## config.mk

```make
export PLATFORM = sky130hd
export DESIGN_NAME = vram_arbiter
export DESIGN_NICKNAME = d
export VERILOG_FILES = /design/src/rtl/vram_pkg.sv /design/src/rtl/vram_wfifo.sv /design/src/rtl/vram_arbiter.sv
export SDC_FILE = /design/constraint.sdc
export NUM_CORES = 1
export LEC_CHECK = 0
export ABC_AREA = 0
export CAP_MARGIN = 20
export CORE_AREA = 2 2 125 115
export DETAILED_ROUTE_END_ITERATION = 16
export DIE_AREA = 0 0 127 117
export MAX_ROUTING_LAYER = met4
export PLACE_DENSITY = 0.75
export SLEW_MARGIN = 5
export SYNTH_ARGS = -nofsm -noshare
export SYNTH_HDL_FRONTEND = slang
export SYNTH_SLANG_ARGS = --single-unit
```

## constraint.sdc

```tcl
create_clock -name clock -period 3.15 [get_ports clock]
set_input_delay 0.315 -clock clock [delete_from_list [all_inputs] [get_ports clock]]
set_output_delay 0.315 -clock clock [all_outputs]
set_load 0.005 [all_outputs]
```

## src/rtl/vram_pkg.sv

```systemverilog
// Shared constants and slot-type encoding for the VRAM arbiter.
package vram_pkg;

  localparam int VRAM_AW     = 18;
  localparam int VRAM_DW     = 8;
  localparam int WFIFO_DEPTH = 4;
  localparam int RD_LATENCY  = 3;

  typedef enum logic [1:0] {
    SLOT_IDLE = 2'd0,
    SLOT_VID  = 2'd1,
    SLOT_WR   = 2'd2,
    SLOT_RD   = 2'd3
  } slot_t;

endpackage

```

## src/rtl/vram_wfifo.sv

```systemverilog
// Posted-write FIFO holding {address, data} pairs for CPU writes.
module vram_wfifo #(
  parameter int AW    = 18,
  parameter int DW    = 8,
  parameter int DEPTH = 4
) (
  input  logic          clock,
  input  logic          reset_n,
  input  logic          i_push,
  input  logic [AW-1:0] i_push_addr,
  input  logic [DW-1:0] i_push_data,
  input  logic          i_pop,
  output logic [AW-1:0] o_head_addr,
  output logic [DW-1:0] o_head_data,
  output logic          o_full,
  output logic          o_empty
);
  import vram_pkg::*;

  localparam int PW = $clog2(DEPTH);
  localparam logic [PW:0] PTR_ONE = 1;

  logic [AW+DW-1:0] r_mem [DEPTH];
  logic [PW:0]      r_wptr;
  logic [PW:0]      r_rptr;
  logic             w_do_push;
  logic             w_do_pop;

  // Extra pointer MSB distinguishes full from empty when the low bits match.
  always_comb begin
    o_empty     = (r_wptr == r_rptr);
    o_full      = (r_wptr[PW] != r_rptr[PW]) && (r_wptr[PW-1:0] == r_rptr[PW-1:0]);
    w_do_push   = i_push & ~o_full;
    w_do_pop    = i_pop & ~o_empty;
    o_head_addr = r_mem[r_rptr[PW-1:0]][AW+DW-1:DW];
    o_head_data = r_mem[r_rptr[PW-1:0]][DW-1:0];
  end

  // Pointer update; both wrap modulo twice the depth.
  always_ff @(posedge clock or negedge reset_n) begin
    if (!reset_n) begin
      r_wptr <= '0;
      r_rptr <= '0;
    end else begin
      if (w_do_push) r_wptr <= r_wptr + PTR_ONE;
      if (w_do_pop)  r_rptr <= r_rptr + PTR_ONE;
    end
  end

  // Entry storage, written at the tail.
  always_ff @(posedge clock) begin
    if (w_do_push) r_mem[r_wptr[PW-1:0]] <= {i_push_addr, i_push_data};
  end

endmodule

```

## src/rtl/vram_arbiter.sv

```systemverilog
// Single-port VRAM arbiter: video reads first, then posted CPU writes,
// then a CPU read once all earlier writes have drained.
module vram_arbiter #(
  parameter int AW          = vram_pkg::VRAM_AW,
  parameter int DW          = vram_pkg::VRAM_DW,
  parameter int WFIFO_DEPTH = vram_pkg::WFIFO_DEPTH
) (
  input  logic          clock,
  input  logic          reset_n,
  input  logic          vid_req,
  input  logic [AW-1:0] vid_address,
  output logic          vid_valid,
  output logic [DW-1:0] vid_data,
  input  logic          cpu_req,
  input  logic          cpu_we,
  input  logic [AW-1:0] cpu_address,
  input  logic [DW-1:0] cpu_wdata,
  output logic          cpu_ack,
  output logic [DW-1:0] cpu_rdata,
  output logic [AW-1:0] vram_address,
  output logic [DW-1:0] vram_wdata,
  output logic          vram_we,
  input  logic [DW-1:0] vram_q
);
  import vram_pkg::*;

  slot_t         r_slot [RD_LATENCY];
  slot_t         w_grant;
  logic          r_wr_ack;
  logic          r_rd_pend;
  logic          r_rd_busy;
  logic [AW-1:0] r_vram_address;
  logic [DW-1:0] r_vram_wdata;
  logic          r_vram_we;
  logic [DW-1:0] r_vid_data;
  logic [DW-1:0] r_cpu_rdata;

  logic          w_full;
  logic          w_empty;
  logic [AW-1:0] w_head_addr;
  logic [DW-1:0] w_head_data;
  logic          w_push;
  logic          w_pop;
  logic          w_rd_ack;
  logic          w_ack;
  logic          w_rd_new;
  logic          w_rd_want;

  vram_wfifo #(
    .AW    (AW),
    .DW    (DW),
    .DEPTH (WFIFO_DEPTH)
  ) u_wfifo (
    .clock       (clock),
    .reset_n     (reset_n),
    .i_push      (w_push),
    .i_push_addr (cpu_address),
    .i_push_data (cpu_wdata),
    .i_pop       (w_pop),
    .o_head_addr (w_head_addr),
    .o_head_data (w_head_data),
    .o_full      (w_full),
    .o_empty     (w_empty)
  );

  // Request acceptance and per-cycle slot grant. The request is still held
  // during its ack cycle, so nothing is accepted while an ack is on the port.
  always_comb begin
    w_rd_ack  = (r_slot[RD_LATENCY-1] == SLOT_RD);
    w_ack     = r_wr_ack | w_rd_ack;
    w_push    = cpu_req & cpu_we & ~w_ack & ~w_full;
    w_rd_new  = cpu_req & ~cpu_we & ~w_ack & ~r_rd_busy;
    w_rd_want = r_rd_pend | w_rd_new;
    w_grant   = SLOT_IDLE;
    if (vid_req)        w_grant = SLOT_VID;
    else if (!w_empty)  w_grant = SLOT_WR;
    else if (w_rd_want) w_grant = SLOT_RD;
    w_pop     = (w_grant == SLOT_WR);
  end

  // RAM drive, slot-type latency pipe and read-data capture.
  always_ff @(posedge clock or negedge reset_n) begin
    if (!reset_n) begin
      for (int unsigned i = 0; i < RD_LATENCY; i++) r_slot[i] <= SLOT_IDLE;
      r_wr_ack       <= 1'b0;
      r_rd_pend      <= 1'b0;
      r_rd_busy      <= 1'b0;
      r_vram_address <= '0;
      r_vram_wdata   <= '0;
      r_vram_we      <= 1'b0;
      r_vid_data     <= '0;
      r_cpu_rdata    <= '0;
    end else begin
      r_slot[0] <= w_grant;
      for (int unsigned i = 1; i < RD_LATENCY; i++) r_slot[i] <= r_slot[i-1];
      r_wr_ack  <= w_push;
      r_rd_pend <= w_rd_want & (w_grant != SLOT_RD);
      r_rd_busy <= (r_rd_busy | w_rd_new) & ~w_rd_ack;
      r_vram_we <= 1'b0;
      case (w_grant)
        SLOT_VID: r_vram_address <= vid_address;
        SLOT_WR: begin
          r_vram_address <= w_head_addr;
          r_vram_wdata   <= w_head_data;
          r_vram_we      <= 1'b1;
        end
        SLOT_RD:  r_vram_address <= cpu_address;
        default:  ;
      endcase
      if (r_slot[RD_LATENCY-2] == SLOT_VID) r_vid_data  <= vram_q;
      if (r_slot[RD_LATENCY-2] == SLOT_RD)  r_cpu_rdata <= vram_q;
    end
  end

  assign vid_valid    = (r_slot[RD_LATENCY-1] == SLOT_VID);
  assign vid_data     = r_vid_data;
  assign cpu_ack      = w_ack;
  assign cpu_rdata    = r_cpu_rdata;
  assign vram_address = r_vram_address;
  assign vram_wdata   = r_vram_wdata;
  assign vram_we      = r_vram_we;

endmodule

```

==> key figures <==
Synthesis
  • Cell taking the most area after synthesis: edfxtp_1
  • Mux cell area share after synthesis: 13.28%
  • Synth Area in Adders: 0.9455%
  • Syn_area_per_cell: 17.74 um^2
  • Largest family of logic cells by synthesized area: multiplexers
  • Top FF cell, synth: edfxtp_1
  • Synth Area in Compound Gates: 8.680%
  • Simple-gate share of the synthesized area: 3.139%
  • Seq/Total Area, Yosys: 69.14%
  • Mapped Nets: 435
  • Synth top area cells: edfxtp_1, dfrtp_1, mux4_2
  • Synthesized flop and latch total: 162
  • Asr flop ratio synth: 35.80%
  • Share of the synthesized area in the top cell type: 47.20%
  • Synth unique cells: 42
  • Yosys warning count: 0
  • EDFF count, synth: 104
  • Cells after synthesis: 373
  • Cell area after synthesis: 0.006616 mm^2
  • XOR/XNOR share of the synthesized area: 2.005%

Pwr
  • Pwr dens: 957.4 mW/mm^2
  • LEAKAGE: 3.070 nW
  • Maximum vdd drop: 470.5 uV
  • Total power: 8.123 mW

Layout
  • Share of post-route cells with drive strength above 1: 22.66%
  • Most common cell after layout, fill and taps aside: edfxtp_1
  • Diode count: 0
  • Final nets: 552
  • Area Overhead vs Synth: 28.23%
  • Leading cell types in the layout, fill and taps excluded: edfxtp_1, clkdlybuf4s50_1, dfrtp_1

Clock network
  • Max Buffers Root-to-Sink: 2
  • Clock slew seen by the registers of the worst setup and hold paths: 0.06 ns
  • Number of hold buffers added after CTS: 1
  • Worst-skew pair later-pin latency: 0.42 ns
  • CTS tree: done
  • Post-CTS setup buffer count: 0
  • Clock sinks: 162
  • Resized Gates After CTS: 0
  • Root buffer cell: clkbuf_16
  • Total CTS buffers: 17
  • H-tree depth: 4

STA
  • Final setup viols: 0
  • Final slew viol count: 0
  • Clock Skews: 0.005592 ns
  • Worst Max-Slew Pin Slew: 0.8353 ns
  • Fmax: 422.9 MHz
  • Total Neg Setup Slack: 0 ns
  • Fin crit share: 75.06%
  • Hold Vio Cnt, Final: 0
  • Crit path time final: 2.364 ns
  • RSZ-0062 raised after global routing: false
  • Slew Limit Headroom: 44.13%

Die
  • Row cnt: 41
  • Die width: 127 um
  • Chip height: 117 um
  • Initial Util: 48.49%
  • Core area: 0.01365 mm^2
  • Die Area: 0.01486 mm^2
  • Io pins: 102

Setup path
  • CP Launch Type: register
  • Kind of critical path: register to register
  • Worst EP arrival: 2.49 ns
  • CP Capture Type: register
  • CP required: 3.28 ns
  • Worst-path maximum fanout: 14

Run
  • Maxcap violations: 0

Status
  • Status: finished, final reports clean

Placement
  • Final HPWL DP: 9461 um
  • Final GP Congestion: 0.8150
  • Buffers on Ports: 101

Drt
  • Avg WL per Cell: 21.71 um
  • Initial DRC count: 276
  • Via count: 3,864
  • Final WL: 14,660 um
  • Final routed DRC violation total: 0
  • Drt pass-1 iters: 4
  • Vias per cell: 5.724
  • DRT antenna net count: 0

Global routing
  • Largest net degree at the start of global routing: 28
  • First-pass GRT wire length: 22,980 um
  • Initial antenna violation count: 0
  • Total global-route track usage: 21.52%
  • GRT Residual Overflow: 0
  • Number of global-route vias before repair: 4,201

Hold path
  • Hold Crit Class: register to register
## cells in the mapped netlist (8+ instances only)
cell type  count
inv_1         16
o21ai_1        9
dfrtp_1       58
mux2_2        18
mux2_1         8
edfxtp_1     104
mux4_2        26
nand2_1       14
a31oi_1       18
a32oi_1        8
buf_2          8
## critical path: stages, from the launching register on
cell and delay [ns]:
dfrtp_1 0.57, xor2_2 0.45, nor3_2 0.14, nor2_2 0.25, and2_2 0.45, buf_12 0.21
## final cells by class
class / instances / area [um^2]
multi-input combinational: 175 / 1862
timing repair buffer: 118 / 1174
sequential: 162 / 4576
inverter: 16 / 60.06
clock buffer: 23 / 467.9
tap: 172 / 215.2
fill: 1007 / 5161
clock inverter: 9 / 130.1
## power by group
| part | switching (mW) | internal, mW |
|---|---|---|
| Combinational | 1.40 | 1.55 |
| Clock | 0.800 | 1.29 |
| Sequential | 0.320 | 2.77 |
## worst paths after layout
| check | cells after the start | start | slack, ns | to |
|---|---|---|---|---|
| setup / recovery | 5 | u_wfifo.r_rptr[1] | 0.79 | u_wfifo.r_mem[2][19] |
| hold / removal | 0 | r_slot[4] | 0.35 | r_slot[2] |
| setup reg to reg | 5 | u_wfifo.r_rptr[1] | 0.79 | u_wfifo.r_mem[2][19] |
| hold reg to reg | 0 | r_slot[4] | 0.35 | r_slot[2] |
| max in group asynchronous | 3 | reset_n | 2.08 | vid_data[4] |
| min in group asynchronous | 2 | reset_n | 0.38 | cpu_rdata[5] |
## layer usage
layer  share of wire [%]  track usage (%)  up-vias
met4                 1.9            8.205        0
met3                 5.2            4.864       20
met5                   0                -        -
met1                  42            27.01     2000
li1                    -                -     1722
met2                  51            34.84      122
## sequential cells by signal (all words and copies together), names as in the netlist
register        cells
r_rd_pend           1
vram_we             1
u_wfifo.r_wptr      3
r_wr_ack            1
u_wfifo.r_rptr      3
vid_data            8
vram_address       18
u_wfifo.r_mem     104
r_slot              6
vram_wdata          8
cpu_rdata           8
r_rd_busy           1
## metrics by stage
stage | worst slack (ns) | hold WS (ns) | utilization (%) | instance area [um^2] | cells
after detailed placement | 0.7243 | 0.2846 | 57.72 | 7876 | 642
after CTS | 0.7629 | 0.3553 | 62.18 | 8484 | 675
after global routing | 0.6669 | 0.3558 | 62.18 | 8484 | 675
after floorplan | 0.6014 | 0.01941 | - | 6616 | 373
after global placement | 0.7546 | 0.2692 | 57.72 | 7876 | 642
final | 0.7856 | 0.3492 | 62.18 | 8484 | 675
## logic make-up after synthesis
| logic type | Yosys count |
|---|---|
| multiplexers | 52 |
| adder cells (fa/ha/maj) | 5 |
| XOR/XNOR | 10 |
| flip-flops | 162 |
| AO/OA/AOI/OAI | 73 |
| AND/OR/NAND/NOR | 35 |
| buffers and inverters | 36 |
No activity file was read; power rests on OpenSTA's default activity.
